$ cat config.mk
export PLATFORM = sky130hd
export DESIGN_NAME = paddle_timing_ctrl_flat
export DESIGN_NICKNAME = d
export VERILOG_FILES = /design/src/rtl/paddle_timing_ctrl_pkg.sv /design/src/rtl/paddle_timing_ctrl_if.sv /design/src/rtl/paddle_timing_ctrl_channel.sv /design/src/rtl/paddle_timing_ctrl.sv /design/src/flat_wrapper.sv
export SDC_FILE = /design/constraint.sdc
export NUM_CORES = 1
export LEC_CHECK = 0
export CAP_MARGIN = 20
export CORE_ASPECT_RATIO = 1.75
export CORE_MARGIN = 2
export CORE_UTILIZATION = 51
export DETAILED_ROUTE_END_ITERATION = 10
export PLACE_DENSITY = 0.82
export SYNTH_ARGS = -nofsm -noshare
export SYNTH_HDL_FRONTEND = slang
export SYNTH_SLANG_ARGS = --single-unit
export TNS_END_PERCENT = 30
$ cat constraint.sdc
create_clock -name clk_sys -period 2.8 [get_ports clk_sys]
set_input_delay 0.28 -clock clk_sys [delete_from_list [all_inputs] [get_ports clk_sys]]
set_output_delay 0.28 -clock clk_sys [all_outputs]
set_load 0.02 [all_outputs]
$ cat src/rtl/paddle_timing_ctrl_pkg.sv
// Shared types and constants for the AY-3-8500 bat-position timing emulation.
package paddle_pkg;

  localparam int POS_W     = 9;
  localparam int POS_MAX   = 255;
  localparam int POS_INIT  = 128;
  localparam int STEP_SLOW = 5;
  localparam int STEP_FAST = 8;

  typedef enum logic [1:0] {
    CTRL_DIGITAL  = 2'd0,
    CTRL_ANALOG_Y = 2'd1,
    CTRL_ANALOG_X = 2'd2,
    CTRL_PADDLE   = 2'd3
  } ctrl_mode_t;

endpackage

$ cat src/rtl/paddle_timing_ctrl_if.sv
// Player controls in, chip bat-timing pins and debug positions out.
interface paddle_timing_ctrl_if;
  import paddle_pkg::*;

  logic                    hs;
  logic                    vs;
  logic                    speed_fast;
  logic                    practice;
  ctrl_mode_t              mode_p1;
  ctrl_mode_t              mode_p2;
  logic                    invert_p1;
  logic                    invert_p2;
  logic                    up_p1;
  logic                    down_p1;
  logic                    up_p2;
  logic                    down_p2;
  logic [15:0]             analog_p1;
  logic [15:0]             analog_p2;
  logic [7:0]              paddle_p1;
  logic [7:0]              paddle_p2;
  logic                    lp_in;
  logic                    rp_in;
  logic [POS_W-1:0]        pos_p1;
  logic [POS_W-1:0]        pos_p2;

  modport master (
    output hs, vs, speed_fast, practice, mode_p1, mode_p2, invert_p1, invert_p2,
    output up_p1, down_p1, up_p2, down_p2, analog_p1, analog_p2, paddle_p1, paddle_p2,
    input  lp_in, rp_in, pos_p1, pos_p2
  );

  modport slave (
    input  hs, vs, speed_fast, practice, mode_p1, mode_p2, invert_p1, invert_p2,
    input  up_p1, down_p1, up_p2, down_p2, analog_p1, analog_p2, paddle_p1, paddle_p2,
    output lp_in, rp_in, pos_p1, pos_p2
  );

endinterface

$ cat src/rtl/paddle_timing_ctrl_channel.sv
// One player's source select, invert, rate-limited digital position and line countdown.
module paddle_channel
  import paddle_pkg::*;
(
  input  logic             clk_sys,
  input  logic             reset,
  input  logic             i_vs_rise,
  input  logic             i_hs_rise,
  input  logic             i_speed_fast,
  input  ctrl_mode_t       i_mode,
  input  logic             i_invert,
  input  logic             i_up,
  input  logic             i_down,
  input  logic [15:0]      i_analog,
  input  logic [7:0]       i_paddle,
  output logic             o_bat,
  output logic [POS_W-1:0] o_pos
);

  typedef enum logic {ST_COUNTING, ST_FIRED} chan_state_t;

  logic [POS_W-1:0] r_cap;
  logic [POS_W-1:0] r_pos;
  logic [POS_W-1:0] w_cap_nxt;
  logic [POS_W-1:0] w_pos_nxt;
  logic [POS_W-1:0] w_src;
  logic [POS_W:0]   w_step;
  logic [POS_W:0]   w_sum;
  logic [POS_W:0]   w_diff;
  chan_state_t      w_state;

  always_ff @(posedge clk_sys) begin
    if (reset) begin
      r_cap <= '0;
      r_pos <= POS_W'(POS_INIT);
    end else begin
      r_cap <= w_cap_nxt;
      r_pos <= w_pos_nxt;
    end
  end

  always_comb begin
    w_state   = (r_cap == '0) ? ST_FIRED : ST_COUNTING;
    w_cap_nxt = r_cap;
    w_pos_nxt = r_pos;
    w_step    = i_speed_fast ? (POS_W+1)'(STEP_FAST) : (POS_W+1)'(STEP_SLOW);
    w_sum     = {1'b0, r_pos} + w_step;
    w_diff    = {1'b0, r_pos} - w_step;

    // Signed analog axes become offset binary by flipping the sign bit.
    case (i_mode)
      CTRL_DIGITAL:  w_src = r_pos;
      CTRL_ANALOG_Y: w_src = POS_W'({~i_analog[15], i_analog[14:8]});
      CTRL_ANALOG_X: w_src = POS_W'({~i_analog[7], i_analog[6:0]});
      default:       w_src = POS_W'(i_paddle);
    endcase
    if (i_invert) w_src[7:0] = ~w_src[7:0];

    if (i_vs_rise) begin
      w_cap_nxt = w_src;
      if (i_mode == CTRL_DIGITAL) begin
        if (i_down)
          w_pos_nxt = (w_sum > (POS_W+1)'(POS_MAX)) ? POS_W'(POS_MAX) : w_sum[POS_W-1:0];
        else if (i_up)
          w_pos_nxt = ({1'b0, r_pos} < w_step) ? '0 : w_diff[POS_W-1:0];
      end
    end else if (i_hs_rise && (w_state == ST_COUNTING)) begin
      w_cap_nxt = r_cap - 1'b1;
    end
  end

  assign o_bat = (w_state == ST_FIRED);
  assign o_pos = r_pos;

endmodule

$ cat src/rtl/paddle_timing_ctrl.sv
// Sync edge detection, two paddle channels and the practice-mode mirror for LPin/RPin.
module paddle_timing_ctrl
  import paddle_pkg::*;
(
  input  logic                 clk_sys,
  input  logic                 reset,
  paddle_timing_ctrl_if.slave  bus
);

  logic r_hs_d;
  logic r_vs_d;
  logic w_hs_rise;
  logic w_vs_rise;
  logic w_lp;
  logic w_rp;

  always_ff @(posedge clk_sys) begin
    if (reset) begin
      r_hs_d <= 1'b0;
      r_vs_d <= 1'b0;
    end else begin
      r_hs_d <= bus.hs;
      r_vs_d <= bus.vs;
    end
  end

  assign w_hs_rise = bus.hs & ~r_hs_d;
  assign w_vs_rise = bus.vs & ~r_vs_d;

  paddle_channel u_ch_p1 (
    .clk_sys      (clk_sys),
    .reset        (reset),
    .i_vs_rise    (w_vs_rise),
    .i_hs_rise    (w_hs_rise),
    .i_speed_fast (bus.speed_fast),
    .i_mode       (bus.mode_p1),
    .i_invert     (bus.invert_p1),
    .i_up         (bus.up_p1),
    .i_down       (bus.down_p1),
    .i_analog     (bus.analog_p1),
    .i_paddle     (bus.paddle_p1),
    .o_bat        (w_lp),
    .o_pos        (bus.pos_p1)
  );

  paddle_channel u_ch_p2 (
    .clk_sys      (clk_sys),
    .reset        (reset),
    .i_vs_rise    (w_vs_rise),
    .i_hs_rise    (w_hs_rise),
    .i_speed_fast (bus.speed_fast),
    .i_mode       (bus.mode_p2),
    .i_invert     (bus.invert_p2),
    .i_up         (bus.up_p2),
    .i_down       (bus.down_p2),
    .i_analog     (bus.analog_p2),
    .i_paddle     (bus.paddle_p2),
    .o_bat        (w_rp),
    .o_pos        (bus.pos_p2)
  );

  assign bus.lp_in = w_lp;
  assign bus.rp_in = bus.practice ? w_lp : w_rp;

endmodule

$ cat src/flat_wrapper.sv
// flat-port wrapper written by rule: the top's interface ports become plain ports
module paddle_timing_ctrl_flat import paddle_pkg::*;
  (clk_sys, reset, bus_hs, bus_vs, bus_speed_fast, bus_practice, bus_mode_p1, bus_mode_p2, bus_invert_p1, bus_invert_p2, bus_up_p1, bus_down_p1, bus_up_p2, bus_down_p2, bus_analog_p1, bus_analog_p2, bus_paddle_p1, bus_paddle_p2, bus_lp_in, bus_rp_in, bus_pos_p1, bus_pos_p2);
  paddle_timing_ctrl_if bus_i ();
  input  logic clk_sys;
  input  logic reset;
  input wire logic [$bits(bus_i.hs)-1:0] bus_hs;
  input wire logic [$bits(bus_i.vs)-1:0] bus_vs;
  input wire logic [$bits(bus_i.speed_fast)-1:0] bus_speed_fast;
  input wire logic [$bits(bus_i.practice)-1:0] bus_practice;
  input wire logic [$bits(bus_i.mode_p1)-1:0] bus_mode_p1;
  input wire logic [$bits(bus_i.mode_p2)-1:0] bus_mode_p2;
  input wire logic [$bits(bus_i.invert_p1)-1:0] bus_invert_p1;
  input wire logic [$bits(bus_i.invert_p2)-1:0] bus_invert_p2;
  input wire logic [$bits(bus_i.up_p1)-1:0] bus_up_p1;
  input wire logic [$bits(bus_i.down_p1)-1:0] bus_down_p1;
  input wire logic [$bits(bus_i.up_p2)-1:0] bus_up_p2;
  input wire logic [$bits(bus_i.down_p2)-1:0] bus_down_p2;
  input wire logic [$bits(bus_i.analog_p1)-1:0] bus_analog_p1;
  input wire logic [$bits(bus_i.analog_p2)-1:0] bus_analog_p2;
  input wire logic [$bits(bus_i.paddle_p1)-1:0] bus_paddle_p1;
  input wire logic [$bits(bus_i.paddle_p2)-1:0] bus_paddle_p2;
  output wire logic [$bits(bus_i.lp_in)-1:0] bus_lp_in;
  output wire logic [$bits(bus_i.rp_in)-1:0] bus_rp_in;
  output wire logic [$bits(bus_i.pos_p1)-1:0] bus_pos_p1;
  output wire logic [$bits(bus_i.pos_p2)-1:0] bus_pos_p2;
  assign bus_i.hs = bus_hs;
  assign bus_i.vs = bus_vs;
  assign bus_i.speed_fast = bus_speed_fast;
  assign bus_i.practice = bus_practice;
  assign bus_i.mode_p1 = bus_mode_p1;
  assign bus_i.mode_p2 = bus_mode_p2;
  assign bus_i.invert_p1 = bus_invert_p1;
  assign bus_i.invert_p2 = bus_invert_p2;
  assign bus_i.up_p1 = bus_up_p1;
  assign bus_i.down_p1 = bus_down_p1;
  assign bus_i.up_p2 = bus_up_p2;
  assign bus_i.down_p2 = bus_down_p2;
  assign bus_i.analog_p1 = bus_analog_p1;
  assign bus_i.analog_p2 = bus_analog_p2;
  assign bus_i.paddle_p1 = bus_paddle_p1;
  assign bus_i.paddle_p2 = bus_paddle_p2;
  assign bus_lp_in = bus_i.lp_in;
  assign bus_rp_in = bus_i.rp_in;
  assign bus_pos_p1 = bus_i.pos_p1;
  assign bus_pos_p2 = bus_i.pos_p2;
  paddle_timing_ctrl u_core (.clk_sys(clk_sys), .reset(reset), .bus(bus_i));
endmodule
# Word level (Yosys, flattened, before mapping)
# Cells that the tools add are included.
[classes] addsub=6 order_cmp=4 eq_ne=4 muxes=20 n_bitwise=12 n_reduce_logical=12
[ops] operator="$mux 9" n=12
[ops] operator="$pmux 9 s3" n=2
[ops] operator="$gt 10x8->1 const B" n=2
[ops] operator="$logic_not 9->1" n=2
[ops] operator="$sub 9x1->9 const B" n=2
[ops] operator="$mux 8" n=2
[ops] operator="$not 8->8" n=2
[ops] operator="$add 9x10->10" n=1
[ops] operator="$add 9x4->10" n=1
[ops] operator="$lt 9x10->1" n=1
[ops] operator="$lt 9x4->1" n=1
[ops] operator="$sub 9x4->9" n=1
[ops] operator="$sub 9x9->9" n=1
[ops] operator="$not 1->1" n=8
[ops] operator="$reduce_bool 2->1" n=4
[ops] operator="$reduce_and 3->1" n=2
[ops] operator="$eq 2x1->1 const B" n=2
[ops] operator="$eq 2x2->1 const B" n=2
[ops] operator="$logic_not 2->1" n=2
[ops] operator="$mux 4" n=1
[ops] operator="$mux 1" n=3
[ops] operator="$and 1x1->1" n=2
[ops] operator="$logic_and 1x1->1" n=2
[word_totals] ff_bits=38 inputBits=64

# Depth between registers and ports, before layout
# Gate-level depths: netlist (run 1).
[logic_depth] ltp_word=6 depth_mapped=8 ltp_nobuf=8

# Hierarchy
# Synthesis (run 1) repeated with hierarchy kept, for this count alone.
[hier_totals] hier_cells=413 hier_area_um2=3530.9
[by_module_without_submodules] module="paddle_channel" n_inst=2 cells_per_inst=203 area_per_inst_um2=1725.4 seq_area_each_um2=360.3
[by_module_without_submodules] module="paddle_timing_ctrl" n_inst=1 cells_per_inst=7 area_per_inst_um2=80.1 seq_area_each_um2=40.0

# Worst setup path after synthesis (run 1)
# Ideal clock, no wire load.
[synth_timing] path_type="register to output" startpoint="register u_core.u_ch_p1.r_cap[2]" endpoint="output port bus_rp_in" t_arrival_ns=1.898 t_required_ns=2.520 path_slack_ns=0.622 stages_incl_launch_ff=6 path_buffers=0 cell_sequence="dfxtp_1 or3_4 or2_2 nor3_1 nand2_1 o21ai_0"
[synth_between] elab_chain_len=3
[synth_rtl] item="start: declaration" line_no="paddle_timing_ctrl_channel.sv:22" rtl="logic [POS_W-1:0] r_cap;"
[synth_rtl] item="start signal: assignment" line_no="paddle_timing_ctrl_channel.sv:37" rtl="r_cap <= w_cap_nxt;"
[synth_rtl] item="$logic_not 9->1" line_no="paddle_timing_ctrl_channel.sv:43" rtl="w_state = (r_cap == '0) ? ST_FIRED : ST_COUNTING;"
[synth_rtl] item="$mux 1" line_no="paddle_timing_ctrl_channel.sv:43"
[synth_rtl] item="named net bus_lp_in" line_no="flat_wrapper.sv:23" rtl="output wire logic [$bits(bus_i.lp_in)-1:0] bus_lp_in;"
[synth_rtl] item="$mux 1" line_no="paddle_timing_ctrl.sv:63" rtl="assign bus.rp_in = bus.practice ? w_lp : w_rp;"
[synth_rtl] item="end: declaration" line_no="flat_wrapper.sv:24" rtl="output wire logic [$bits(bus_i.rp_in)-1:0] bus_rp_in;"
# The timed path passes the listed nets, and every way through them passes these cells.

# Final worst setup path (run 1)
[layout_timing] startpoint="register u_core.u_ch_p1.r_cap[2]" endpoint="output port bus_rp_in"
[layout_between] elab_chain_len=3
[layout_rtl] item="$logic_not 9->1" line_no="paddle_timing_ctrl_channel.sv:43"
[layout_rtl] item="$mux 1" line_no="paddle_timing_ctrl_channel.sv:43"
[layout_rtl] item="$mux 1" line_no="paddle_timing_ctrl.sv:63"
# No other way between the ends.

==> impl_metrics.json, run 1 <==
{
  "status": "finished, final reports clean",
  "synth_cell_types": 68,
  "critPathLaunch": "u_core.u_ch_p1.r_cap[2]",
  "cts-resized-gates": 0,
  "syn-cell-area_um2": 3435,
  "r2r-start": "u_core.u_ch_p1.o_pos[3]",
  "clock_insertion_delay_worst_skew_ns": 0.28,
  "finClkSkew_ns": 0.003429,
  "tightestPinTransition_ns": 0.6630,
  "ys_async_sr_fraction_pct": 0,
  "ys_ff_latch": 38,
  "routed_wl_um": 9802,
  "gp_congestion": 0.9045,
  "antenna_cells": 0,
  "grt_max_degree": 39,
  "vias": 3511,
  "final_util_pct": 69.56,
  "start_util_pct": 52.53,
  "drive_gt1_share_pct": 10.74,
  "clkSinkCount": 38,
  "p_per_area_nw_per_um2": 436.8,
  "holdBufCountCts": 0,
  "critical_path.max_fanout": 6,
  "drt_iter0_markers": 231,
  "post_cts_buffers": 0,
  "syn_area_per_cell_um2": 8.544,
  "maxCapViolCount": 0,
  "post-place-ws_ns": 0.08839,
  "postPlaceCellArea_um2": 4349,
  "met1_usage_pct": 31.39,
  "h-tree-depth": 2,
  "cts_inserted_buffers": 5,
  "track_usage_pct": 27.56,
  "rr_worst_depth": 7,
  "finalPower_uw": 1987,
  "die_w_um": 66.04,
  "rsz0062_at_grt": "no",
  "cts_tree": "built",
  "maxSlewViolCount": 0,
  "grt_pass1_wl_um": 16080,
  "end_kind": "primary output",
  "antenna_found_initial": 0,
  "rr_endpoint": "u_core.u_ch_p1.o_pos[4]",
  "hold_class": "reg -> reg",
  "min_from": "u_core.u_ch_p1.r_cap[8]",
  "met3_usage_pct": 3.908,
  "pin_count": 84,
  "dieArea_um2": 7433,
  "ir_drop_v": 0.0003408,
  "grt-busiest-layer": "met2",
  "clk_pin_slew_worst_paths_ns": 0.06,
  "syn_inst": 402,
  "crit_path_end": "bus_rp_in",
  "grt.met2_usage_pct": 50.51,
  "die_h_um": 112.6,
  "cp-start-kind": "register",
  "hpwl_um": 7755,
  "required_ns": 2.52,
  "period_share_pct": 93.84,
  "reg2reg_slack_ns": 0.62,
  "final_area_um2": 4548,
  "cp.arrival_ns": 2.35,
  "cts_buffer_depth": 2,
  "final.setup.worst_slack_ns": 0.1725,
  "gr-total-overflow": 0,
  "viasPerCell": 6.203,
  "wl_per_cell_um": 17.32,
  "setup_viol": 0,
  "ys.flop_type": "dfxtp_1",
  "max_clock_freq_ghz": 0.3806,
  "yosys_warnings": 0,
  "dr.pass1.iters": 5,
  "drc": 0,
  "seq_area_frac_synth_pct": 22.15,
  "fin_crit_ns": 2.628,
  "finalNetCount": 565,
  "synth_edf_count": 0,
  "crit_type": "reg -> out",
  "ant_nets": 0,
  "grt_pass1_vias": 3435,
  "areaGrowthSynthToFinish_pct": 32.42,
  "io_buffers": 83,
  "p_leak_uw": 0.001704,
  "clockRootBuffer": "clkbuf_16",
  "max_slew_margin_pct": 55.43,
  "coreArea_um2": 6539,
  "fin_setup_tns_ns": 0,
  "syn_nets": 484,
  "finalHoldViolations": 0,
  "rows": 39
}
-- placed cells by master, fill, tap and decap left out, types with 9 or more instances in the layout --
master | netlist | final
nor3_1 | 15 | 15
dfxtp_1 | 38 | 38
xnor2_1 | 9 | 9
ha_1 | 18 | 18
nand2b_1 | 10 | 10
inv_1 | 20 | 20
a21oi_1 | 18 | 18
nand3_1 | 10 | 10
nor2_1 | 45 | 45
xor2_1 | 22 | 22
nand2_1 | 19 | 19
buf_4 | 1 | 17
a211oi_1 | 18 | 18
clkdlybuf4s50_1 | 0 | 83
a31oi_1 | 10 | 10
o21ai_0 | 14 | 14
-- through the flow --
stage	instances	hold slack [ns]
finish	566	0.5422
floorplan	402	0.4082
CTS	566	0.5395
global route	566	0.5856
detailed placement	558	0.5290
global placement	558	0.5158
-- logic make-up (layout without fill, tap and decap cells) --
logic type | Yosys count | count (layout) | share of synthesized area, %
AND/OR/NAND/NOR | 143 | 143 | 22.51
AO/OA/AOI/OAI | 107 | 107 | 23.02
buffers and inverters | 46 | 128 | 6.448
flip-flops | 38 | 38 | 22.15
XOR/XNOR | 31 | 31 | 7.905
multiplexers | 19 | 19 | 11.40
adder cells (fa/ha/maj) | 18 | 18 | 6.557
-- where the power goes --
part	switching [uW]	leakage, uW	total (uW)	internal (uW)
logic	292	0.00129	601	309
registers	48.8	0.000312	631	582
clock network	219	0.0000971	754	535
-- worst max-delay path: stages, from the launching register on --
cell	delay, ns
dfxtp_1	0.35
or3_4	0.43
or2_2	0.32
nor3_1	0.20
nand2_1	0.07
o21ai_0	0.07
clkdlybuf4s50_1	0.62
-- area by class of cell --
type | instances | area (um2)
inverters | 20 | 75.07
flip-flops and latches | 38 | 760.7
multi-input cells | 318 | 2452
clock buffers | 6 | 138.9
clock inverters | 2 | 60.06
repair buffers | 100 | 958.4
fillers | 554 | 1991
well taps | 82 | 102.6
-- state kept, by name, indices dropped and copies added, names as in the netlist --
name and count:
u_core.r_vs_d 1, u_core.r_hs_d 1, u_core.u_ch_p2.r_cap 9, u_core.u_ch_p2.o_pos 9, u_core.u_ch_p1.o_pos 9, u_core.u_ch_p1.r_cap 9
-- synthesized netlist by cell type (9+ instances only) --
| cell | count | area (um2) |
|---|---|---|
| nor2_1 | 45 | 168.9 |
| dfxtp_1 | 38 | 760.7 |
| xor2_1 | 22 | 192.7 |
| inv_1 | 20 | 75.07 |
| nand2_1 | 19 | 71.32 |
| a211oi_1 | 18 | 135.1 |
| a21oi_1 | 18 | 90.09 |
| ha_1 | 18 | 225.2 |
| nor3_1 | 15 | 75.07 |
| o21ai_0 | 14 | 70.07 |
| clkbuf_1 | 12 | 45.04 |
| a31oi_1 | 10 | 62.56 |
| nand2b_1 | 10 | 62.56 |
| nand3_1 | 10 | 50.05 |
| xnor2_1 | 9 | 78.83 |
-- worst min path at each step --
stage	cells past startpoint	end
2_1_floorplan	1	u_core.r_hs_d
3_3_place_gp	2	u_core.u_ch_p1.r_cap[8]
3_5_place_dp	2	u_core.u_ch_p1.r_cap[8]
4_1_cts	2	u_core.u_ch_p1.r_cap[8]
5_1_grt	2	u_core.u_ch_p1.r_cap[8]
6_report	2	u_core.u_ch_p1.r_cap[8]
-- metal layers --
layer | routed length (um) | vias to the layer above
li1 | - | 1678
met3 | 489 | 34
met5 | 0 | -
met4 | 361 | 0
met1 | 3735 | 1649
met2 | 5216 | 150
No activity file was read; power rests on OpenSTA's default activity.
==> run 2: changes to the inputs <==
--- a/config.mk
+++ b/config.mk
@@ -8,9 +8,8 @@
 export CAP_MARGIN = 20
 export CORE_ASPECT_RATIO = 1.75
 export CORE_MARGIN = 2
-export CORE_UTILIZATION = 51
+export CORE_UTILIZATION = 25
 export DETAILED_ROUTE_END_ITERATION = 10
-export PLACE_DENSITY = 0.82
 export SYNTH_ARGS = -nofsm -noshare
 export SYNTH_HDL_FRONTEND = slang
 export SYNTH_SLANG_ARGS = --single-unit
==> run 2 against run 1 <==
Wire length grew 12%; worst setup slack improved by 0.040 ns; sequential share of layout area is 0.28 points lower; fmax increased by 1.6%; total power decreased by 10%; register-to-register slack got worse by 0.06 ns; clock skew fell by 0.0021 ns; combinational power rose by 2%; largest cell class unchanged.
==> impl_metrics.json, run 2 (same netlist as run 1, synthesis figures left out) <==
{
  "status": "finished, final reports clean",
  "antenna_found_initial": 1,
  "clockRootBuffer": "clkbuf_16",
  "cpMaxStageDelayCell": "clkdlybuf4s50_1",
  "cp.arrival_ns": 2.31,
  "pin_count": 84,
  "grt_max_degree": 39,
  "die_w_um": 92.60,
  "hold_class": "reg -> reg",
  "cts-resized-gates": 0,
  "setup_viol": 0,
  "ant_nets": 0,
  "fin_setup_tns_ns": 0,
  "drt_iter0_markers": 126,
  "dr.pass1.iters": 4,
  "placed_cells": 653,
  "end_kind": "primary output",
  "required_ns": 2.52,
  "hold_path_depth": 2,
  "p_per_area_nw_per_um2": 385.1,
  "post_cts_buffers": 0,
  "layout_commonest_cell": "clkdlybuf4s50_1",
  "tightestPinTransition_ns": 0.6529,
  "gr-total-overflow": 0,
  "maxSlewViolCount": 0,
  "finalHoldViolations": 0,
  "rr_worst_depth": 7,
  "areaGrowthSynthToFinish_pct": 34.72,
  "p_leak_uw": 0.001689,
  "cp.depth": 6,
  "clock_insertion_delay_worst_skew_ns": 0.28,
  "maxCapViolCount": 0,
  "gp_congestion": 0.8650,
  "crit_type": "reg -> out",
  "hpwl_um": 8813,
  "start_util_pct": 25.66,
  "p_sw_share_pct": 31.48,
  "ir_drop_v": 0.0002066,
  "rows": 56,
  "io_buffers": 83,
  "viasPerCell": 5.225,
  "max_clock_freq_ghz": 0.3865,
  "crit_path_max_incr_delay_ns": 0.62,
  "netSwitchingPower_uw": 560.9,
  "finClkSkew_ns": 0.001346,
  "cp-start-kind": "register",
  "grt_pass1_vias": 3533,
  "h-tree-depth": 2,
  "r2r-start": "u_core.u_ch_p1.o_pos[3]",
  "holdBufCountCts": 0,
  "worstPathCellList": "or3_4 -> or2_2 -> nor3_2 -> nand2_1 -> o21ai_0 -> clkdlybuf4s50_1",
  "internal_power_uw": 1221,
  "track_usage_pct": 15.10,
  "drive_gt1_share_pct": 10.91,
  "seqPwrFrac_pct": 35.5,
  "cp_top_family": "simple AND/OR/NAND/NOR gates",
  "p_clk_share_pct": 30.2,
  "vias": 3454,
  "reg2reg_slack_ns": 0.56,
  "crit_path_end": "bus_rp_in",
  "cts_tree": "built",
  "coreArea_um2": 13380,
  "finalPower_uw": 1782,
  "rsz0062_at_grt": "no",
  "max_slew_margin_pct": 55.92,
  "routed_wl_um": 11010,
  "wl_per_cell_um": 16.66,
  "clk_pin_slew_worst_paths_ns": 0.05,
  "dieArea_um2": 14730,
  "cts_inserted_buffers": 5,
  "critical_path.max_fanout": 6,
  "fin_crit_ns": 2.587,
  "drc": 0,
  "rr_endpoint": "u_core.u_ch_p1.o_pos[4]",
  "cts_buffer_depth": 2,
  "critPathLaunch": "u_core.u_ch_p1.r_cap[2]",
  "period_share_pct": 92.40,
  "die_h_um": 159.1,
  "worst-path-buf-inv": 1,
  "p_comb_share_pct": 34.3,
  "finalNetCount": 568,
  "grt_pass1_wl_um": 17780,
  "clkSinkCount": 38,
  "final_cell_mix": "clkdlybuf4s50_1, nor2_1, dfxtp_1",
  "instances_no_fill": 661
}
==> run 2: final cells by class <==
| cell class | count | area [um2] |
|---|---|---|
| Multi-Input combinational cell | 318 | 2457 |
| Timing Repair Buffer | 103 | 980.9 |
| Clock buffer | 7 | 132.6 |
| Tap cell | 174 | 217.7 |
| Inverter | 20 | 75.07 |
| Fill cell | 1368 | 8756 |
| Sequential cell | 38 | 760.7 |
| Antenna cell | 1 | 2.502 |
==> run 2: tightest hold or removal path: stages, from the launching register on <==
cell      delay, ns
dfxtp_1        0.34
o211ai_1       0.09
a21oi_1        0.07
==> run 2: per-stage QoR <==
step / hold WS [ns] / util [%] / setup WS, ns / cell area (um2)
final: 0.5459 / 34.57 / 0.2129 / 4627
after global routing: 0.5754 / 34.57 / 0.03508 / 4627
after CTS: 0.5261 / 34.52 / 0.05919 / 4619
after detailed placement: 0.5197 / 33.53 / 0.03965 / 4487
after global placement: 0.5141 / 33.53 / 0.09055 / 4487
after floorplan: 0.4082 / - / 0.6220 / 3435
==> run 2: layer usage <==
metal  vias up  track usage [%]  wire [um]
li1       1686                -          -
met1      1660            16.17       4113
met2        93            29.13       6186
met3        15            1.893        470
met4         0            5.767        239
met5         -                0          0
==> run 2: worst min path at each step <==
stage                                   end  slack [ns]                     from
finish              u_core.u_ch_p1.r_cap[8]        0.55  u_core.u_ch_p1.r_cap[8]
global route        u_core.u_ch_p2.o_pos[0]        0.58  u_core.u_ch_p2.o_pos[0]
CTS                 u_core.u_ch_p1.r_cap[8]        0.53  u_core.u_ch_p1.r_cap[8]
detailed placement  u_core.u_ch_p1.r_cap[8]        0.52  u_core.u_ch_p1.r_cap[8]
global placement    u_core.u_ch_p1.r_cap[8]        0.51  u_core.u_ch_p1.r_cap[8]
floorplan                     u_core.r_hs_d        0.41                   bus_hs
==> run 2: power groups by stage <==
stage	combinational, uW	sequential [uW]	clock, uW
floorplan	389	637	0
global placement	601	641	0
global route	677	639	561
finish	612	632	538
CTS	612	632	545
detailed placement	606	643	0
==> run 3: changes to the inputs <==
--- a/config.mk
+++ b/config.mk
@@ -12,5 +12,6 @@
 export DETAILED_ROUTE_END_ITERATION = 10
 export SYNTH_ARGS = -nofsm -noshare
 export SYNTH_HDL_FRONTEND = slang
+export SYNTH_HIERARCHICAL = 1
 export SYNTH_SLANG_ARGS = --single-unit
 export TNS_END_PERCENT = 30
==> run 3 against run 2 <==
Critical path type unchanged; clock skew rose by 0.0023 ns; global-route usage decreased by 0.23 points; die area grew 2.7%; sequential cell count did not move.
==> impl_metrics.json, run 3 <==
{
  "status": "finished, final reports clean",
  "ys.flop_type": "dfxtp_1",
  "pin_count": 84,
  "die_w_um": 93.84,
  "cts_tree": "built",
  "rsz0062_at_grt": "no",
  "wl_per_cell_um": 17.03,
  "end_kind": "primary output",
  "critical_path.max_fanout": 6,
  "drive_gt1_share_pct": 12.55,
  "holdBufCountCts": 0,
  "fin_setup_tns_ns": 0,
  "antenna_found_initial": 0,
  "synth_edf_count": 0,
  "finalNetCount": 575,
  "cts_buffer_depth": 2,
  "hpwl_um": 9224,
  "areaGrowthSynthToFinish_pct": 34.94,
  "multi_input_area_um2": 2540,
  "internal_power_uw": 1421,
  "ys_top_cells_by_count": "dfxtp_1, a21oi_1, nor2_1, a211oi_1, o21ai_0",
  "grt_pass1_wl_um": 17860,
  "gp_congestion": 0.9221,
  "rows": 57,
  "io_buffers": 83,
  "die_h_um": 161.2,
  "maxCapViolCount": 0,
  "holdWs_ns": 0.5853,
  "start_util_pct": 25.52,
  "cp-start-kind": "register",
  "cp.arrival_ns": 2.30,
  "antenna_cells": 0,
  "hold_class": "reg -> reg",
  "yosysMostFrequentCell": "dfxtp_1",
  "netSwitchingPower_uw": 597.8,
  "period_share_pct": 92.05,
  "crit_type": "reg -> out",
  "hold_path_depth": 2,
  "grt_pass1_vias": 3510,
  "ir_drop_v": 0.0002216,
  "post_cts_buffers": 0,
  "rr_worst_depth": 6,
  "p_leak_uw": 0.001727,
  "clkSinkCount": 38,
  "p_per_area_nw_per_um2": 423.7,
  "final_cell_mix": "clkdlybuf4s50_1, dfxtp_1, a21oi_1",
  "coreArea_um2": 13840,
  "tightestPinTransition_ns": 0.9778,
  "finalHoldViolations": 0,
  "p_clk_share_pct": 36.5,
  "required_ns": 2.52,
  "finClkSkew_ns": 0.003612,
  "nFillCells": 1449,
  "cts_inserted_buffers": 5,
  "routed_wl_um": 11430,
  "syn-cell-area_um2": 3531,
  "setup_viol": 0,
  "drt_iter0_markers": 175,
  "gr-total-overflow": 0,
  "max_clock_freq_ghz": 0.3880,
  "syn_area_per_cell_um2": 8.549,
  "clk_pin_slew_worst_paths_ns": 0.06,
  "h-tree-depth": 2,
  "syn_inst": 413,
  "seq_area_frac_synth_pct": 21.55,
  "seqPwrFrac_pct": 31.4,
  "clockRootBuffer": "clkbuf_16",
  "final_util_pct": 34.44,
  "viasPerCell": 5.188,
  "vias": 3481,
  "synth.area.top_cells": "dfxtp_1, mux4_2, ha_1",
  "ant_nets": 0,
  "cts-resized-gates": 0,
  "yosys.area.top_type": "dfxtp_1",
  "track_usage_pct": 14.86,
  "p_sw_share_pct": 29.61,
  "synth_top_area_share_pct": 21.55,
  "fin_crit_ns": 2.577,
  "max_slew_margin_pct": 34.13,
  "layout_commonest_cell": "clkdlybuf4s50_1",
  "p_comb_share_pct": 32.1,
  "dieArea_um2": 15130,
  "dr.pass1.iters": 4,
  "syn_nets": 495,
  "register_area_um2": 760.7,
  "yosys_warnings": 6,
  "ys_async_sr_fraction_pct": 0,
  "drc": 0,
  "clock_insertion_delay_worst_skew_ns": 0.28,
  "maxSlewViolCount": 0,
  "ys_ff_latch": 38,
  "synth_cell_types": 49,
  "grt_max_degree": 21
}
==> run 3: per-stage QoR <==
step	cells	total power (uW)	cell area, um2	setup WS (ns)
CTS	671	2030	4765	0.1983
floorplan	413	1052	3531	0.5947
detailed placement	663	1289	4571	0.07249
global route	671	2117	4765	0.1328
global placement	663	1280	4571	0.1688
finish	671	2019	4765	0.2227
==> run 3: power groups by stage <==
| stage | combinational [uW] | sequential, uW | clock [uW] |
|---|---|---|---|
| global placement | 635 | 645 | 0 |
| detailed placement | 643 | 647 | 0 |
| CTS | 648 | 635 | 747 |
| floorplan | 417 | 635 | 0 |
| global route | 701 | 641 | 775 |
| finish | 648 | 634 | 737 |
==> run 3: final cells by class <==
class	instances	share of cell area [%]
clock inverter	3	1.444
inverter	18	1.418
tap	177	4.648
multi-input combinational	327	53.31
timing repair buffer	103	20.59
clock buffer	5	2.626
sequential	38	15.97
==> run 3: worst paths after layout <==
check | start | end | slack, ns
min reg2reg | u_core/u_ch_p1/o_pos[0] | u_core/u_ch_p1/o_pos[0] | 0.59
max reg2reg | u_core/u_ch_p1/o_pos[2] | u_core/u_ch_p1/o_pos[1] | 0.59
min | u_core/u_ch_p1/o_pos[0] | u_core/u_ch_p1/o_pos[0] | 0.59
max | u_core/u_ch_p1/r_cap[5] | bus_rp_in | 0.22
==> run 3: cell families (layout without fill, tap and decap cells) <==
family / after synthesis / after routing / share of synthesized area [%]
muxes: 21 / 21 / 11.34
buffers and inverters: 48 / 129 / 6.591
DFF: 38 / 38 / 21.55
and+or+nand+nor: 118 / 118 / 18.92
xor gates and xnor gates: 30 / 30 / 7.441
AOI/OAI and AO/OA: 140 / 140 / 27.78
adders and majority gates: 18 / 18 / 6.379
==> run 3: critical path: stages (launching register included) <==
cell and delay [ns]:
dfxtp_1 0.34, or3_1 0.48, nor3_1 0.39, mux2_4 0.21
clkdlybuf4s50_1 0.59
==> run 3: routing by layer <==
layer	track usage [%]	share of wire [%]	vias to the layer above
met5	0	0	-
li1	-	-	1715
met4	6.126	3.1	0
met2	27.95	55	92
met1	16.49	39	1653
met3	1.632	3.4	21
